<file path="src/rtl/prbs_seq_pkg.sv">
// Shared types and default widths for the PRBS TX sequencer.
package prbs_seq_pkg;

  localparam int unsigned BURST_W_DEF = 16;
  localparam int unsigned GAP_W_DEF   = 8;
  localparam int unsigned NB_W_DEF    = 8;
  localparam int unsigned CNT_W_DEF   = 32;

  typedef enum logic [1:0] {
    ST_IDLE  = 2'd0,
    ST_RUN   = 2'd1,
    ST_GAP   = 2'd2,
    ST_DRAIN = 2'd3
  } seq_state_e;

  // Number of entries held in the 2-deep bit buffer, from its flags.
  function automatic logic [1:0] fifo_occupancy(input logic empty, input logic full);
    logic [1:0] occ;
    if (full) begin
      occ = 2'd2;
    end else if (empty) begin
      occ = 2'd0;
    end else begin
      occ = 2'd1;
    end
    return occ;
  endfunction

endpackage

</file>
<file path="src/rtl/prbs_seq_checker.sv">
// Run-time checks on the sequencer's buffer handshake.
module prbs_seq_checker (
  input logic clk,
  input logic rstn,
  input logic prbs_valid,
  input logic fifo_full
);

  // A generator bit must never arrive while both buffer slots are occupied.
  a_no_overflow: assert property (@(posedge clk) disable iff (!rstn) !(prbs_valid && fifo_full));

endmodule

</file>
<file path="src/rtl/seq_fifo2.sv">
// Two-entry, one-bit FIFO with synchronous flush. Entry "head" is always the
// oldest bit; push and pop may coincide at any occupancy.
module seq_fifo2 (
  input  logic clk,
  input  logic rstn,
  input  logic flush,
  input  logic push,
  input  logic din,
  input  logic pop,
  output logic dout,
  output logic empty,
  output logic full
);

  logic       head_q, head_d;
  logic       tail_q, tail_d;
  logic [1:0] count_q, count_d;
  logic       pop_ok_s;
  logic       push_ok_s;

  // Next-state of the two storage slots and the fill count.
  always_comb begin
    head_d    = head_q;
    tail_d    = tail_q;
    count_d   = count_q;
    pop_ok_s  = pop & (count_q != 2'd0);
    push_ok_s = push & ((count_q != 2'd2) | pop_ok_s);
    if (flush) begin
      head_d  = 1'b0;
      tail_d  = 1'b0;
      count_d = 2'd0;
    end else begin
      case ({push_ok_s, pop_ok_s})
        2'b11: begin
          if (count_q == 2'd2) begin
            head_d = tail_q;
            tail_d = din;
          end else begin
            head_d = din;
          end
        end
        2'b10: begin
          if (count_q == 2'd0) begin
            head_d = din;
          end else begin
            tail_d = din;
          end
          count_d = count_q + 2'd1;
        end
        2'b01: begin
          head_d  = tail_q;
          tail_d  = 1'b0;
          count_d = count_q - 2'd1;
        end
        default: begin
          count_d = count_q;
        end
      endcase
    end
  end

  // Storage registers.
  always_ff @(posedge clk) begin
    if (!rstn) begin
      head_q  <= 1'b0;
      tail_q  <= 1'b0;
      count_q <= 2'd0;
    end else begin
      head_q  <= head_d;
      tail_q  <= tail_d;
      count_q <= count_d;
    end
  end

  assign empty = (count_q == 2'd0);
  assign full  = (count_q == 2'd2);
  assign dout  = head_q & ~empty;

endmodule

</file>
<file path="src/rtl/prbs_tx_sequencer.sv">
// Frames the PRBS31 generator output into bursts separated by idle gaps and
// forwards the bits to the SERDES TX path under valid/ready backpressure.
module prbs_tx_sequencer
  import prbs_seq_pkg::*;
#(
  parameter int unsigned BURST_W = BURST_W_DEF,
  parameter int unsigned GAP_W   = GAP_W_DEF,
  parameter int unsigned NB_W    = NB_W_DEF,
  parameter int unsigned CNT_W   = CNT_W_DEF
) (
  input  logic               clk,
  input  logic               rstn,
  input  logic               start,
  input  logic               abort,
  input  logic [BURST_W-1:0] cfg_burst_len,
  input  logic [GAP_W-1:0]   cfg_gap_len,
  input  logic [NB_W-1:0]    cfg_num_bursts,
  output logic               prbs_en,
  input  logic               prbs_data,
  input  logic               prbs_valid,
  output logic               tx_data,
  output logic               tx_valid,
  input  logic               tx_ready,
  output logic               busy,
  output logic               done,
  output logic               aborted,
  output logic [NB_W-1:0]    burst_idx,
  output logic [CNT_W-1:0]   bits_sent
);

  seq_state_e         state_q, state_d;
  logic [BURST_W-1:0] burst_len_q, burst_len_d;
  logic [BURST_W-1:0] issue_cnt_q, issue_cnt_d;
  logic [GAP_W-1:0]   gap_len_q, gap_len_d;
  logic [GAP_W-1:0]   gap_cnt_q, gap_cnt_d;
  logic [NB_W-1:0]    num_bursts_q, num_bursts_d;
  logic [NB_W-1:0]    burst_idx_q, burst_idx_d;
  logic [CNT_W-1:0]   bits_sent_q, bits_sent_d;
  logic               inflight_q, inflight_d;
  logic               done_q, done_d;
  logic               aborted_q, aborted_d;

  logic       fifo_dout_s;
  logic       fifo_empty_s;
  logic       fifo_full_s;
  logic [1:0] occ_s;
  logic [2:0] credit_s;
  logic [2:0] occ_next_s;
  logic       pop_s;
  logic       push_s;
  logic       flush_s;
  logic       issues_left_s;
  logic       last_issue_s;
  logic       last_burst_s;
  logic       gap_done_s;
  logic       prbs_en_s;

  // Buffer handshakes and the issue credit. Occupancy is taken after this
  // cycle's pop so a full-rate stream keeps the generator enabled every cycle.
  always_comb begin
    occ_s         = fifo_occupancy(fifo_empty_s, fifo_full_s);
    pop_s         = ~fifo_empty_s & tx_ready;
    push_s        = prbs_valid & (state_q != ST_IDLE);
    flush_s       = abort & (state_q != ST_IDLE);
    issues_left_s = (issue_cnt_q < burst_len_q);
    credit_s      = {1'b0, occ_s} - {2'b00, pop_s} + {2'b00, inflight_q};
    occ_next_s    = {1'b0, occ_s} - {2'b00, pop_s} + {2'b00, push_s};
    last_issue_s  = ((issue_cnt_q + BURST_W'(1)) == burst_len_q);
    last_burst_s  = (num_bursts_q != '0) && (burst_idx_q == (num_bursts_q - NB_W'(1)));
    gap_done_s    = (gap_cnt_q == (gap_len_q - GAP_W'(1)));
    if ((state_q == ST_RUN) && issues_left_s && (credit_s < 3'd2)) begin
      prbs_en_s = 1'b1;
    end else begin
      prbs_en_s = 1'b0;
    end
  end

  // Sequencer next-state: burst/gap scheduling, counters and status pulses.
  always_comb begin
    state_d      = state_q;
    burst_len_d  = burst_len_q;
    issue_cnt_d  = issue_cnt_q;
    gap_len_d    = gap_len_q;
    gap_cnt_d    = gap_cnt_q;
    num_bursts_d = num_bursts_q;
    burst_idx_d  = burst_idx_q;
    inflight_d   = prbs_en_s;
    done_d       = 1'b0;
    aborted_d    = 1'b0;
    if (pop_s && (bits_sent_q != '1)) begin
      bits_sent_d = bits_sent_q + CNT_W'(1);
    end else begin
      bits_sent_d = bits_sent_q;
    end

    if (flush_s) begin
      // Abort wins over everything; the bit still in the generator is dropped.
      state_d    = ST_IDLE;
      aborted_d  = 1'b1;
      inflight_d = 1'b0;
    end else begin
      case (state_q)
        ST_IDLE: begin
          if (start) begin
            burst_len_d  = cfg_burst_len;
            gap_len_d    = cfg_gap_len;
            num_bursts_d = cfg_num_bursts;
            issue_cnt_d  = '0;
            gap_cnt_d    = '0;
            burst_idx_d  = '0;
            bits_sent_d  = '0;
            if (cfg_burst_len == '0) begin
              done_d = 1'b1;
            end else begin
              state_d = ST_RUN;
            end
          end else begin
            state_d = ST_IDLE;
          end
        end
        ST_RUN: begin
          if (prbs_en_s) begin
            issue_cnt_d = issue_cnt_q + BURST_W'(1);
            if (last_issue_s) begin
              if (last_burst_s) begin
                state_d = ST_DRAIN;
              end else if (gap_len_q == '0) begin
                issue_cnt_d = '0;
                burst_idx_d = burst_idx_q + NB_W'(1);
              end else begin
                state_d   = ST_GAP;
                gap_cnt_d = '0;
              end
            end else begin
              state_d = ST_RUN;
            end
          end else begin
            state_d = ST_RUN;
          end
        end
        ST_GAP: begin
          if (gap_done_s) begin
            state_d     = ST_RUN;
            issue_cnt_d = '0;
            burst_idx_d = burst_idx_q + NB_W'(1);
          end else begin
            gap_cnt_d = gap_cnt_q + GAP_W'(1);
          end
        end
        ST_DRAIN: begin
          if (occ_next_s == 3'd0) begin
            state_d = ST_IDLE;
            done_d  = 1'b1;
          end else begin
            state_d = ST_DRAIN;
          end
        end
        default: begin
          state_d = ST_IDLE;
        end
      endcase
    end
  end

  // Sequencer state and registered status outputs.
  always_ff @(posedge clk) begin
    if (!rstn) begin
      state_q      <= ST_IDLE;
      burst_len_q  <= '0;
      issue_cnt_q  <= '0;
      gap_len_q    <= '0;
      gap_cnt_q    <= '0;
      num_bursts_q <= '0;
      burst_idx_q  <= '0;
      bits_sent_q  <= '0;
      inflight_q   <= 1'b0;
      done_q       <= 1'b0;
      aborted_q    <= 1'b0;
    end else begin
      state_q      <= state_d;
      burst_len_q  <= burst_len_d;
      issue_cnt_q  <= issue_cnt_d;
      gap_len_q    <= gap_len_d;
      gap_cnt_q    <= gap_cnt_d;
      num_bursts_q <= num_bursts_d;
      burst_idx_q  <= burst_idx_d;
      bits_sent_q  <= bits_sent_d;
      inflight_q   <= inflight_d;
      done_q       <= done_d;
      aborted_q    <= aborted_d;
    end
  end

  seq_fifo2 u_fifo (
    .clk   (clk),
    .rstn  (rstn),
    .flush (flush_s),
    .push  (push_s),
    .din   (prbs_data),
    .pop   (pop_s),
    .dout  (fifo_dout_s),
    .empty (fifo_empty_s),
    .full  (fifo_full_s)
  );

  prbs_seq_checker u_chk (
    .clk        (clk),
    .rstn       (rstn),
    .prbs_valid (prbs_valid),
    .fifo_full  (fifo_full_s)
  );

  assign prbs_en   = prbs_en_s;
  assign tx_data   = fifo_dout_s;
  assign tx_valid  = ~fifo_empty_s;
  assign busy      = (state_q != ST_IDLE);
  assign done      = done_q;
  assign aborted   = aborted_q;
  assign burst_idx = burst_idx_q;
  assign bits_sent = bits_sent_q;

endmodule

</file>
<file path="config.mk">
export PLATFORM = sky130hd
export DESIGN_NAME = prbs_tx_sequencer
export DESIGN_NICKNAME = d
export VERILOG_FILES = /design/src/rtl/prbs_seq_pkg.sv /design/src/rtl/prbs_seq_checker.sv /design/src/rtl/seq_fifo2.sv /design/src/rtl/prbs_tx_sequencer.sv
export SDC_FILE = /design/constraint.sdc
export NUM_CORES = 1
export LEC_CHECK = 0
export BUFFER_PORTS_ARGS = -buffer_cell sky130_fd_sc_hd__buf_2
export CELL_PAD_IN_SITES_DETAIL_PLACEMENT = 2
export CELL_PAD_IN_SITES_GLOBAL_PLACEMENT = 2
export CORE_MARGIN = 1
export CORE_UTILIZATION = 34
export CTS_CLUSTER_DIAMETER = 40
export DETAILED_ROUTE_END_ITERATION = 8
export PLACE_DENSITY = 0.86
export SLEW_MARGIN = 20
export SYNTH_ARGS = -nofsm -noshare
export SYNTH_HDL_FRONTEND = slang
export SYNTH_SLANG_ARGS = --single-unit
</file>
<file path="constraint.sdc">
create_clock -name clk -period 4.45 [get_ports clk]
set_input_delay 0.445 -clock clk [delete_from_list [all_inputs] [get_ports clk]]
set_output_delay 0.445 -clock clk [all_outputs]
set_load 0.01 [all_outputs]
</file>
==> results.toml <==
[setup_path]
critPathRequiredTime_ns = 4.65
path_max_fanout = 13
cp-start-kind = "flop"
cp.arrival_ns = 4.38
r2r-start = "u_fifo.count_q[0]"
endpoint_kind = "flop"
reg2reg_slack_ns = 0.27
critPathCapture = "burst_idx[3]"
r2r_cells = 16
r2r_end = "burst_idx[3]"
crit_type = "reg2reg"
cp-startpoint = "u_fifo.count_q[0]"

[timing]
drv_slew = 0
finalSetupTns_ns = 0
grt_setup_unrepaired = "no"
holdWs_ns = 0.313
fin_skew_ns = 0.00891
final.period_utilization = 0.940
hold_viol_final = 0
setup_viol = 0
fmax_ghz = 0.239
min_period_ns = 4.18
max_slew.worst_pin.slew_ns = 1.00
maxSlewHeadroom = 0.330

[global_routing]
grt_usage = 0.218
grt_pass1_wl_mm = 34.2
grt_remaining_overflow = 0
grt_pass1_vias = 6602
antenna_found_initial = 0
grt_max_degree = 55

[synthesis]
synth_edf_count = 0
yosys_warnings = 0
yosysUniqueCellTypes = 70
ys_seq_area_frac = 0.324
synth_ff_type = "dfxtp_1"
synth-seq-cells = 105
syn_area_mm2 = 0.00649
synth_nets = 889
avgSynthCellArea_um2 = 7.98
async_flop_share = 0
syn_inst = 814

[placed_design]
hpwl_mm = 15.2
gp_congestion = 0.777
place_area_mm2 = 0.00708
port_buffers = 84

[die]
dieArea_mm2 = 0.0197
ios = 85
die_w_um = 140
die_h_um = 140
core_area_mm2 = 0.0187
initial_core_util = 0.347
rows = 50

[clocking]
clk_pin_slew_ns = 0.08
htreeDepth = 3
postCtsHoldBufs = 0
clk_latency_ns = 0.37
clock-sinks = 105
cts_made_buffers = 9
cts_tree = "yes"
clockRootBuffer = "clkbuf_16"
ctsLongestPathBuffers = 2

[power]
powerDensity_mw_per_mm2 = 298
combPwrFrac = 0.179
seqPwrFrac = 0.456
p_clk_frac = 0.364
internal_power_mw = 1.52
power_switching_mw = 0.680
p_leak_nw = 2.92
ir_drop_uv = 194
switching_share = 0.310

[finish]
fillCellCount = 2171
diodes = 0
final_layout_size_suffix_gt1_frac = 0.154
fin_nets = 952
utilization = 0.394
fin_area_mm2 = 0.00738
syn_to_final_growth_pct = 13.6

[routing]
vias = 6181
routed_wl_mm = 20.4
firstDrtPassIters = 4
drcViolationCount = 0
drt_iter0_markers = 220
wl_per_cell_um = 18.3
vias_per_cell = 5.54
antenna_left = 0

[status]
status = "complete, no violations"

[min_path]
hold_class = "in2reg"
min_from = "cfg_num_bursts[3]"

[job]
cap_violations = 0
## layout by cell type, fill, tap and decap left out, types with 4 or more instances in the layout
master     instances
nand2_1          118
dfxtp_1          105
buf_2             84
a21oi_1           74
nor2_1            57
xor2_1            40
inv_1             39
nand3_1           37
xnor2_1           36
ha_1              36
nand4_1           22
nor3_1            19
or3_1             14
o21ai_0           13
and3_1            13
nor2b_1           10
and2_1            10
and4_1             9
a31oi_1            9
clkbuf_16          9
nor4_1             8
a2bb2oi_1          7
buf_4              7
nand3b_1           6
or4_1              6
o31ai_1            6
nand3_2            4
nand2b_1           4
o21a_1             4
mux2i_1            4
## worst min-delay path by stage
stage,to,slack (ns),cells after the start
2_1_floorplan,burst_len_q[0],0.44,2
3_3_place_gp,burst_len_q[0],0.45,2
3_5_place_dp,burst_len_q[0],0.46,2
4_1_cts,num_bursts_q[3],0.30,3
5_1_grt,gap_len_q[3],0.32,3
6_report,num_bursts_q[3],0.31,3
## cell type report
class | count | area [µm²] | area share
multi-input cells | 629 | 4070 | 0.551
flip-flops and latches | 105 | 2100 | 0.285
repair buffers | 91 | 473 | 0.0641
well taps | 234 | 293 | 0.0397
clock buffers | 10 | 239 | 0.0324
inverters | 41 | 154 | 0.0209
clock inverters | 6 | 51.3 | 0.00695
## per-layer routing
metal	part of all wire	up-vias	track usage
met5	0	-	0
met3	0.030	29	0.0356
met2	0.50	101	0.396
met4	0.021	0	0.0711
met1	0.44	3054	0.258
li1	-	2997	-
## flip-flops by register name, summed over array words and instances (netlist names), 2 cells and up
signal / cells
bits_sent: 32
burst_idx: 8
gap_len_q: 8
gap_cnt_q: 8
u_fifo.count_q: 2
issue_cnt_q: 16
state_q: 2
num_bursts_q: 8
burst_len_q: 16
## through the flow
stage / total power [mW] / setup slack (ns) / std cells
2_1_floorplan: 1.29 / 0.788 / 814
3_3_place_gp: 1.40 / 0.586 / 1100
3_5_place_dp: 1.42 / 0.407 / 1100
4_1_cts: 2.23 / 0.194 / 1116
5_1_grt: 2.31 / 0.00560 / 1116
6_report: 2.20 / 0.269 / 1116
## repair_timing
action,in CTS,in global routing
buffers inserted,0,0
gates resized for setup,0,1
setup endpoints to repair,0,2
## cells in the mapped netlist, types with 3 or more instances
cell       number  share of area
nor4_1          8         0.0077
nand3_1        37          0.029
a21o_1          3         0.0035
xor2_1         40          0.054
o21a_1          4         0.0046
buf_4           3         0.0035
clkbuf_1       26          0.015
a2bb2oi_1       7         0.0094
nand4_2         3         0.0058
nor2_1         57          0.033
inv_1          39          0.023
o32a_1          3         0.0046
and4_1          9          0.012
nand2_1       119          0.069
ha_1           36          0.069
or4_1           6         0.0069
and3_1         13          0.013
nor3_1         19          0.015
xnor2_1        36          0.049
nor2b_1        10         0.0096
nand4_1        22          0.021
a211oi_1        3         0.0035
or2_2           3         0.0029
o31ai_1         6         0.0069
dfxtp_1       105           0.32
and2_1         10         0.0096
a31oi_1         9         0.0087
a21oi_1        74          0.057
nand3b_1        6         0.0069
o21ai_0        13          0.010
or3_1          14          0.013
mux2i_1         4         0.0062
buf_2           9         0.0069
a221oi_1        3         0.0040
nand3_2         4         0.0062
nand2b_1        4         0.0039
## cell families (layout without fill, tap and decap cells)
logic type | after synthesis | after routing | share of synthesized area
AOI/OAI and AO/OA | 157 | 157 | 0.164
adders and majority gates | 36 | 36 | 0.0694
muxes | 5 | 5 | 0.00790
DFF | 105 | 105 | 0.324
buffers and inverters | 80 | 148 | 0.0509
and+or+nand+nor | 355 | 355 | 0.282
xor gates and xnor gates | 76 | 76 | 0.102
## critical path: stages, from the launching register on
cell,delay (ns)
dfxtp_1,0.36
nor2_1,0.19
inv_1,0.10
nand2_1,0.15
inv_1,0.13
ha_1,0.21
ha_1,0.27
inv_1,0.05
ha_1,0.21
xor2_1,0.16
or4_1,0.43
nor4_1,0.27
a21oi_1,0.22
a221o_2,0.58
buf_4,0.23
o31ai_1,0.31
a21oi_1,0.14
## power groups by stage
stage / sequential, mW / combinational, mW / clock, mW
final: 1.00 / 0.394 / 0.800
after global routing: 1.01 / 0.441 / 0.863
after CTS: 1.00 / 0.400 / 0.828
after detailed placement: 1.02 / 0.393 / 0
after global placement: 1.02 / 0.377 / 0
after floorplan: 1.01 / 0.275 / 0
(Power assumes the default switching activity.)
